--- src/rtl/el2_pkg.sv ---
// Shared decode-unit types: GPR writeback port count and request bundle.
package el2_pkg;

  localparam int EL2_GPR_WB_NPORTS = 3;

  typedef struct packed {
    logic        valid;
    logic [4:0]  addr;
    logic [31:0] data;
  } el2_gpr_wb_req_t;

endpackage

--- src/rtl/el2_rr_pick.sv ---
// Round-robin picker: one-hot first set mask bit at or after the pointer.
module el2_rr_pick #(
  parameter int N  = 4,
  parameter int PW = 2
) (
  input  logic [N-1:0]  i_mask,
  input  logic [PW-1:0] i_ptr,
  output logic [N-1:0]  o_onehot,
  output logic          o_found
);

  logic [2*N-1:0] w_dbl;

  // Lower copy holds indices >= ptr, upper copy supplies the wrapped tail.
  always_comb begin
    w_dbl = {i_mask, i_mask};
    for (int j = 0; j < N; j++) begin
      if (j < int'(i_ptr)) w_dbl[j] = 1'b0;
    end
    o_onehot = '0;
    o_found  = 1'b0;
    for (int j = 0; j < 2*N; j++) begin
      if (!o_found && w_dbl[j]) begin
        o_onehot[j%N] = 1'b1;
        o_found       = 1'b1;
      end
    end
  end

endmodule

--- src/rtl/el2_dec_gpr_wb_arb.sv ---
// GPR writeback arbiter: round-robin onto 3 registered write ports.
// Optional per-requester stall counters: RV_GPR_WB_ARB_STATS_EN.
module el2_dec_gpr_wb_arb
  import el2_pkg::*;
#(
  parameter int NREQ = 4
) (
  input  logic                   clk,
  input  logic                   rst,
  input  logic [NREQ-1:0]        req_valid,
  input  logic [NREQ-1:0][4:0]   req_addr,
  input  logic [NREQ-1:0][31:0]  req_data,
  output logic [NREQ-1:0]        req_ready,
  output logic                   wen0,
  output logic                   wen1,
  output logic                   wen2,
  output logic [4:0]             waddr0,
  output logic [4:0]             waddr1,
  output logic [4:0]             waddr2,
  output logic [31:0]            wd0,
  output logic [31:0]            wd1,
  output logic [31:0]            wd2
`ifdef RV_GPR_WB_ARB_STATS_EN
  ,
  output logic [NREQ-1:0][15:0]  stall_cnt
`endif
);

  localparam int NP = EL2_GPR_WB_NPORTS;
  localparam int PW = $clog2(NREQ);

  el2_gpr_wb_req_t           w_req [NREQ];
  logic [NREQ-1:0]           w_nz;
  logic [NREQ-1:0]           w_x0;
  logic [NREQ-1:0]           w_gnt;
  logic [NREQ-1:0]           w_lastpick;
  logic [NP-1:0][NREQ-1:0]   w_mask;
  logic [NP-1:0][NREQ-1:0]   w_pick;
  logic [NP-1:0]             w_found;
  logic [NP-1:0][4:0]        w_paddr;
  logic [NP-1:0][31:0]       w_pdata;
  logic [PW-1:0]             w_last_idx;
  logic [PW-1:0]             w_ptr_nxt;

  logic [PW-1:0]             r_rr_ptr;
  logic [NP-1:0]             r_wen;
  logic [NP-1:0][4:0]        r_waddr;
  logic [NP-1:0][31:0]       r_wd;

  function automatic logic [NREQ-1:0] f_match(
    input logic [NREQ-1:0][4:0] a,
    input logic [4:0]           x
  );
    logic [NREQ-1:0] m;
    m = '0;
    for (int i = 0; i < NREQ; i++) m[i] = (a[i] == x);
    return m;
  endfunction

  always_comb begin
    w_nz = '0;
    w_x0 = '0;
    for (int i = 0; i < NREQ; i++) begin
      w_req[i] = '{valid: req_valid[i],
                   addr:  req_addr[i],
                   data:  req_data[i]};
      w_nz[i]  = w_req[i].valid && (w_req[i].addr != 5'd0);
      w_x0[i]  = w_req[i].valid && (w_req[i].addr == 5'd0);
    end
  end

  assign w_mask[0] = w_nz;

  // Each stage drops earlier picks and anything aliasing their address.
  for (genvar s = 0; s < NP; s++) begin : g_stage
    el2_rr_pick #(
      .N  (NREQ),
      .PW (PW)
    ) u_pick (
      .i_mask   (w_mask[s]),
      .i_ptr    (r_rr_ptr),
      .o_onehot (w_pick[s]),
      .o_found  (w_found[s])
    );

    always_comb begin
      w_paddr[s] = '0;
      w_pdata[s] = '0;
      for (int i = 0; i < NREQ; i++) begin
        if (w_pick[s][i]) begin
          w_paddr[s] = w_paddr[s] | w_req[i].addr;
          w_pdata[s] = w_pdata[s] | w_req[i].data;
        end
      end
    end

    if (s < NP-1) begin : g_nxt
      assign w_mask[s+1] = w_mask[s] & ~w_pick[s]
                         & ~f_match(req_addr, w_paddr[s]);
    end
  end

  always_comb begin
    w_gnt = '0;
    for (int s = 0; s < NP; s++) w_gnt = w_gnt | w_pick[s];
  end

  assign req_ready = rst ? '0 : (w_x0 | w_gnt);

  always_comb begin
    if (w_found[2])      w_lastpick = w_pick[2];
    else if (w_found[1]) w_lastpick = w_pick[1];
    else                 w_lastpick = w_pick[0];
    w_last_idx = '0;
    for (int i = 0; i < NREQ; i++) begin
      if (w_lastpick[i]) w_last_idx = PW'(i);
    end
    if (!w_found[0])
      w_ptr_nxt = r_rr_ptr;
    else if (w_last_idx == PW'(NREQ-1))
      w_ptr_nxt = '0;
    else
      w_ptr_nxt = w_last_idx + 1'b1;
  end

  always_ff @(posedge clk) begin
    if (rst) begin
      r_rr_ptr <= '0;
      r_wen    <= '0;
      r_waddr  <= '0;
      r_wd     <= '0;
    end else begin
      r_rr_ptr <= w_ptr_nxt;
      r_wen    <= w_found;
      r_waddr  <= w_paddr;
      r_wd     <= w_pdata;
    end
  end

  assign wen0   = r_wen[0];
  assign wen1   = r_wen[1];
  assign wen2   = r_wen[2];
  assign waddr0 = r_waddr[0];
  assign waddr1 = r_waddr[1];
  assign waddr2 = r_waddr[2];
  assign wd0    = r_wd[0];
  assign wd1    = r_wd[1];
  assign wd2    = r_wd[2];

`ifdef RV_GPR_WB_ARB_STATS_EN
  logic [NREQ-1:0][15:0] r_stall_cnt;

  always_ff @(posedge clk) begin
    if (rst) begin
      r_stall_cnt <= '0;
    end else begin
      for (int i = 0; i < NREQ; i++) begin
        if (req_valid[i] && !req_ready[i] &&
            r_stall_cnt[i] != 16'hFFFF)
          r_stall_cnt[i] <= r_stall_cnt[i] + 16'd1;
      end
    end
  end

  assign stall_cnt = r_stall_cnt;
`endif

endmodule
--- config.mk ---
export PLATFORM = sky130hd
export DESIGN_NAME = el2_dec_gpr_wb_arb
export DESIGN_NICKNAME = d
export VERILOG_FILES = /design/src/rtl/el2_pkg.sv /design/src/rtl/el2_rr_pick.sv /design/src/rtl/el2_dec_gpr_wb_arb.sv
export SDC_FILE = /design/constraint.sdc
export NUM_CORES = 1
export LEC_CHECK = 0
export CORE_ASPECT_RATIO = 0.8
export CORE_MARGIN = 2
export CORE_UTILIZATION = 49
export CTS_BUF_LIST = sky130_fd_sc_hd__clkbuf_4
export CTS_CLUSTER_DIAMETER = 30
export CTS_CLUSTER_SIZE = 28
export DETAILED_ROUTE_END_ITERATION = 7
export HOLD_SLACK_MARGIN = 0.02
export PLACE_DENSITY = 0.94
export RECOVER_POWER = 25
export SYNTH_ARGS = -nofsm -noshare
export SYNTH_HDL_FRONTEND = slang
export SYNTH_SLANG_ARGS = --single-unit
--- constraint.sdc ---
create_clock -name clk -period 10.35 [get_ports clk]
set_input_delay 2.07 -clock clk [delete_from_list [all_inputs] [get_ports clk]]
set_output_delay 2.07 -clock clk [all_outputs]
set_load 0.005 [all_outputs]
==> key figures <==
Run status
  • Status: complete, but fails checks
  • Failing checks: design-rule violations

Finish
  • Area grow syn2layout: 45.8%
  • N_diodes: 0
  • Final instance area: 10,200 um^2
  • Commonest non-fill, non-tap cells in the layout: 212 x clkdlybuf4s50_1, 116 x dfxtp_1, 88 x a21oi_1
  • Layout cell share with drive strength beyond 1: 0.102
  • Non-filler cells, final: about 1,300
  • Fin util: 0.740
  • Commonest non-fill, non-tap cell in the layout: clkdlybuf4s50_1
  • NumNets Final: approximately 1,200

Drt
  • Drt first-iter violations: 1,545
  • Post-route ant nets: 0
  • DR pass1 iterations: 8
  • Detailed-route via count: 8,677
  • WL final: 29,400 um
  • # DRC: 43
  • WL per Instance: 22.9 um
  • Vias/cell: just under 7

Min path
  • Hold Path Origin: r_rr_ptr[1]
  • Worst Hold End: r_rr_ptr[1]
  • Worst hold stages: 2
  • Type of the worst min-delay path: register to register

Synthesis
  • Yosys cell types: slightly above 70
  • Ys async rst share: 0
  • Avg Cell Area, Syn: 8.31 um^2
  • Sequential fraction of the synthesis area: 0.333
  • Mapped Nets: 994
  • Synth Register Bits: ~120
  • Yosys warns: 0
  • Main synth FF type: dfxtp_1
  • Cell area after synthesis: between 6000 and 7000 um^2
  • Post-synth EDFFs: 0
  • Gate Count Post-Synth: 840

Clock tree
  • CTS tree: built
  • Post-CTS setup buffers: 0
  • Root Driver: clkbuf_4
  • Clock transition at the registers of the reported paths: 100 ps
  • Worst-skew pair later-pin latency: 520 ps
  • Num CTS Buffers: 17
  • Post-cts sizing count: 0
  • CTS Sinks: 116
  • H-Tree Depth: 4
  • CTS max path bufs: 2
  • # hold bufs at CTS: 0

Timing
  • Layout Skew: ~26 ps
  • Final Max Slew Viols: 0
  • Final hold violations: 0
  • Final critical-path required period: 10000 ps
  • Setup TNS: 0 ps
  • Fmax: 100 MHz
  • Final Cycle Share: 0.966
  • Final WS setup: roughly 350 ps
  • Worst Max-Slew Pin Slew: 1110 ps
  • Final setup fails: 0
  • RSZ-0062 raised after global routing: no
  • Normalized max-slew margin: 0.259

Global routing
  • Initial antenna violation count: 0
  • Total gr overflow: 0
  • First-pass GRT wire length: 45,200 um
  • All-Layer GR Usage: 0.381
  • Vias in the first global route: 8,253
  • Pin count of the biggest net entering global routing: ~100

Placed design
  • Placement-stage cell area: approximately 9900 um^2
  • Post-Place Setup Slack: roughly 560 ps
  • Inst Count DP: ~1,300
  • HPWL Detailed: about 21,000 um
  • Final weighted congestion in routability-driven placement: 0.998
  • Port buffer count: between 200 and 300

Worst setup path
  • Reg2reg start: r_rr_ptr[1]
  • CP Capture Type: output port
  • FF-to-FF path depth: 17
  • CP Launch Type: input pin
  • Worst r2r dst: wd2[0]
  • Reg-to-reg slack, setup: 3950 ps
  • Critical Path Fanout Max: 14
  • CP required: 8280 ps
  • Critical path class: input pin to output port
  • Crit path DAT: 7930 ps

Power
  • Peak supply drop: 112 uV
  • Pint: 0.00124 W
  • Sequential share of power: 0.276
  • Lkg Pwr: 3.93 nW
  • Sw power: 0.000926 W
  • Sw frac: 0.427
  • Clk network pwr share: 0.146
  • PwrDens: 213 nW/um^2
  • Combinational Power Share: 0.578

Job
  • Max-Cap Viols: 0

Floorplan
  • Die span in x: 137 um
  • Row cnt: 38
  • Die footprint: 15,200 um^2
  • Die Ht: about 110 um
  • Core area: 13,700 um^2
  • Initial Util: 0.508
  • Top Ports: 272
## stage by stage
step                total power, W  hold slack (ps)
finish                     0.00217              925
global placement           0.00184              863
CTS                        0.00216              897
floorplan                  0.00131              764
global route               0.00228             1010
detailed placement         0.00185              878
## area by class of cell
type / instances / area (um^2)
Fill cell: 1036 / 3570
Tap cell: 180 / 225
Clock buffer: 17 / 128
Inverter: 79 / 297
Clock inverter: 15 / 133
Multi-Input combinational cell: 571 / 4080
Timing Repair Buffer: 308 / 2990
Sequential cell: 116 / 2320
## Yosys cell counts (4+ instances only)
| cell | number | area (um^2) |
|---|---|---|
| a211oi_1 | 8 | 60.1 |
| a21o_1 | 5 | 37.5 |
| a21oi_1 | 88 | 440 |
| a222oi_1 | 64 | 641 |
| a2bb2oi_1 | 4 | 35.0 |
| a31oi_1 | 7 | 43.8 |
| and2_1 | 5 | 31.3 |
| and3_1 | 4 | 25.0 |
| and4_1 | 4 | 35.0 |
| buf_2 | 13 | 65.1 |
| buf_6 | 6 | 67.6 |
| clkbuf_1 | 51 | 191 |
| dfxtp_1 | 116 | 2320 |
| inv_1 | 79 | 297 |
| mux2i_1 | 7 | 70.1 |
| nand2_1 | 87 | 327 |
| nand3_1 | 51 | 255 |
| nand4_1 | 11 | 68.8 |
| nor2_1 | 22 | 82.6 |
| nor3_1 | 9 | 45.0 |
| nor4_1 | 4 | 25.0 |
| o21ai_0 | 14 | 70.1 |
| o21ai_2 | 4 | 35.0 |
| o221a_1 | 31 | 349 |
| o221a_2 | 8 | 90.1 |
| o22ai_1 | 8 | 50.1 |
| o2bb2ai_1 | 37 | 324 |
| xnor2_1 | 15 | 131 |
| xor2_1 | 6 | 52.6 |
## per-layer routing
layer	GRT usage	part of all wire	wire length, um	up-vias
met5	0	0	0	-
met4	0.186	0.044	1300	0
met3	0.0988	0.13	3880	119
met2	0.571	0.45	13200	778
met1	0.505	0.38	11100	4018
li1	-	-	-	3762
## power groups by stage
stage	Clock (W)	Sequential, W	Combinational [W]
floorplan	0	0.000608	0.000699
global placement	0	0.000609	0.00123
detailed placement	0	0.000612	0.00124
CTS	0.000319	0.000602	0.00124
global route	0.000340	0.000611	0.00133
finish	0.000316	0.000600	0.00125
## worst max path at each step
stage / startpoint / endpoint / depth (start not counted) / slack [ps]
after floorplan: req_addr[6] / req_ready[1] / 20 / 1910
after detailed placement: req_addr[15] / req_ready[2] / 17 / 560
after global routing: req_addr[2] / req_ready[2] / 18 / 110
after CTS: req_addr[15] / req_ready[2] / 17 / 540
final: req_addr[7] / req_ready[2] / 19 / 350
after global placement: req_addr[15] / req_ready[2] / 17 / 640
## flip-flops by register name, indices dropped and copies added (netlist names)
| signal | count |
|---|---|
| r_wen | 3 |
| wd0 | 32 |
| r_rr_ptr | 2 |
| waddr1 | 5 |
| waddr2 | 5 |
| wd2 | 32 |
| wd1 | 32 |
| waddr0 | 5 |
## cell families (layout without fill, tap and decap cells)
| kind of cell | after synthesis | count (layout) | share of synthesized area |
|---|---|---|---|
| buf+inv | 153 | 419 | 0.0927 |
| simple gates | 219 | 219 | 0.157 |
| compound gates | 320 | 320 | 0.373 |
| mux | 11 | 11 | 0.0185 |
| flops | 116 | 116 | 0.333 |
| xor+xnor | 21 | 21 | 0.0264 |
## worst max-delay path, cell delays in order
cell and delay (ps):
clkdlybuf4s50_1 660, or4_4 210, o21ai_2 50, buf_4 200, a211oi_1 470, nor3_1 180
a211oi_1 480, a21boi_0 170, o211ai_1 370, o31ai_4 80, buf_4 210, a21oi_2 610
o22ai_1 280, xor2_1 220, nor4_2 460, a211oi_4 130, nand2b_1 240, a21oi_1 250
clkdlybuf4s50_1 550
Note: power is estimated with default switching activity, not from simulation.
==> variant, RTL diff (config.mk and constraints unchanged) <==
The parameter `NREQ` goes from 4 to 8.
--- a/src/rtl/el2_dec_gpr_wb_arb.sv
+++ b/src/rtl/el2_dec_gpr_wb_arb.sv
@@ -3,7 +3,7 @@
 module el2_dec_gpr_wb_arb
   import el2_pkg::*;
 #(
-  parameter int NREQ = 4
+  parameter int NREQ = 8
 ) (
   input  logic                   clk,
   input  logic                   rst,
Interface: changed (resized req_addr, req_data, req_ready and req_valid); port bits go from 272 to 428. No check against the original RTL was run, so the function may have changed too.
==> variant against the original RTL <==
Synthesized area is 87% higher. The flow now stops in global routing (5_1_grt).
==> variant: results <==
metrics = {
    "placement": {
        "dp_hpwl_mm": 59.28,
        "io_buffers": 427,
        "gp_congestion": 1.315,
        "dp.cells": 2565,
        "dp_slack_ns": -1.322,
    },
    "grt": {
        "grt_pass1_vias": 24800,
        "grt_pass1_wl_mm": 160.3,
        "grtUsageTotal_pct": 77.37,
        "grt-ovfl-total": 62,
        "grt_max_degree": 73,
    },
    "run_status": {
        "status": "did not finish",
        "error_line": "[ERROR GRT-0116] Global routing finished with congestion. Check the congestion regions in the DRC Viewer.",
        "stop_stage": "global routing (5_1_grt)",
    },
    "logic_synthesis": {
        "synth_seq_cells": 117,
        "synth_edf_count": 0,
        "ys.flop_type": "dfxtp_1",
        "syn_inst": 1631,
        "synth_nets": 1939,
        "ys_types": 119,
        "synth_common_cells": "a22oi_1 (143), a222oi_1 (129), dfxtp_1 (117)",
        "async_reset_ff_share_pct": 0,
        "yosys_warnings": 0,
        "yosysSeqAreaShare_pct": 17.99,
        "synth_area_leaders": "dfxtp_1 (18%), a222oi_1 (9.9%), a22oi_1 (8.2%)",
    },
    "clocking": {
        "cts_root_buf": "clkbuf_4",
        "htree_num_levels": 4,
        "cts_inserted_buffers": 17,
        "clk_path_buf_depth": 2,
    },
}
## variant: cell types whose count changed after synthesis, sizes merged, moves of 41 or more
cell	change
a22oi	+144
o21ai	+98
a31oi	+81
a222oi	+65
clkbuf	+65
a21oi	-52
nor2	+42
and2	+41
## variant: cells by family after synthesis
group | Yosys count | share of synthesized area [%]
flops | 117 | 17.99
fa+ha+maj | 2 | 0.1922
buf+inv | 241 | 8.399
simple gates | 470 | 21.23
compound gates | 760 | 49.40
mux | 3 | 0.2306
xor+xnor | 38 | 2.556
## variant: through the flow
step                instance area (sq um)  utilization, %
floorplan                           13020               -
global placement                    19530           74.55
detailed placement                  19530           74.55
CTS                                 20830           79.51
## variant: timing repair
item	CTS
pin swaps	93
resized for setup	235
setup buffers	36
hold endpoints to repair	0
cloned	1
endpoints found under the setup margin	8
## variant: metal layers
layer  overflow  global-route usage, %
met3          3                  71.09
met5          0                  41.64
met1          3                  79.04
met2         26                  88.16
met4         30                  67.99
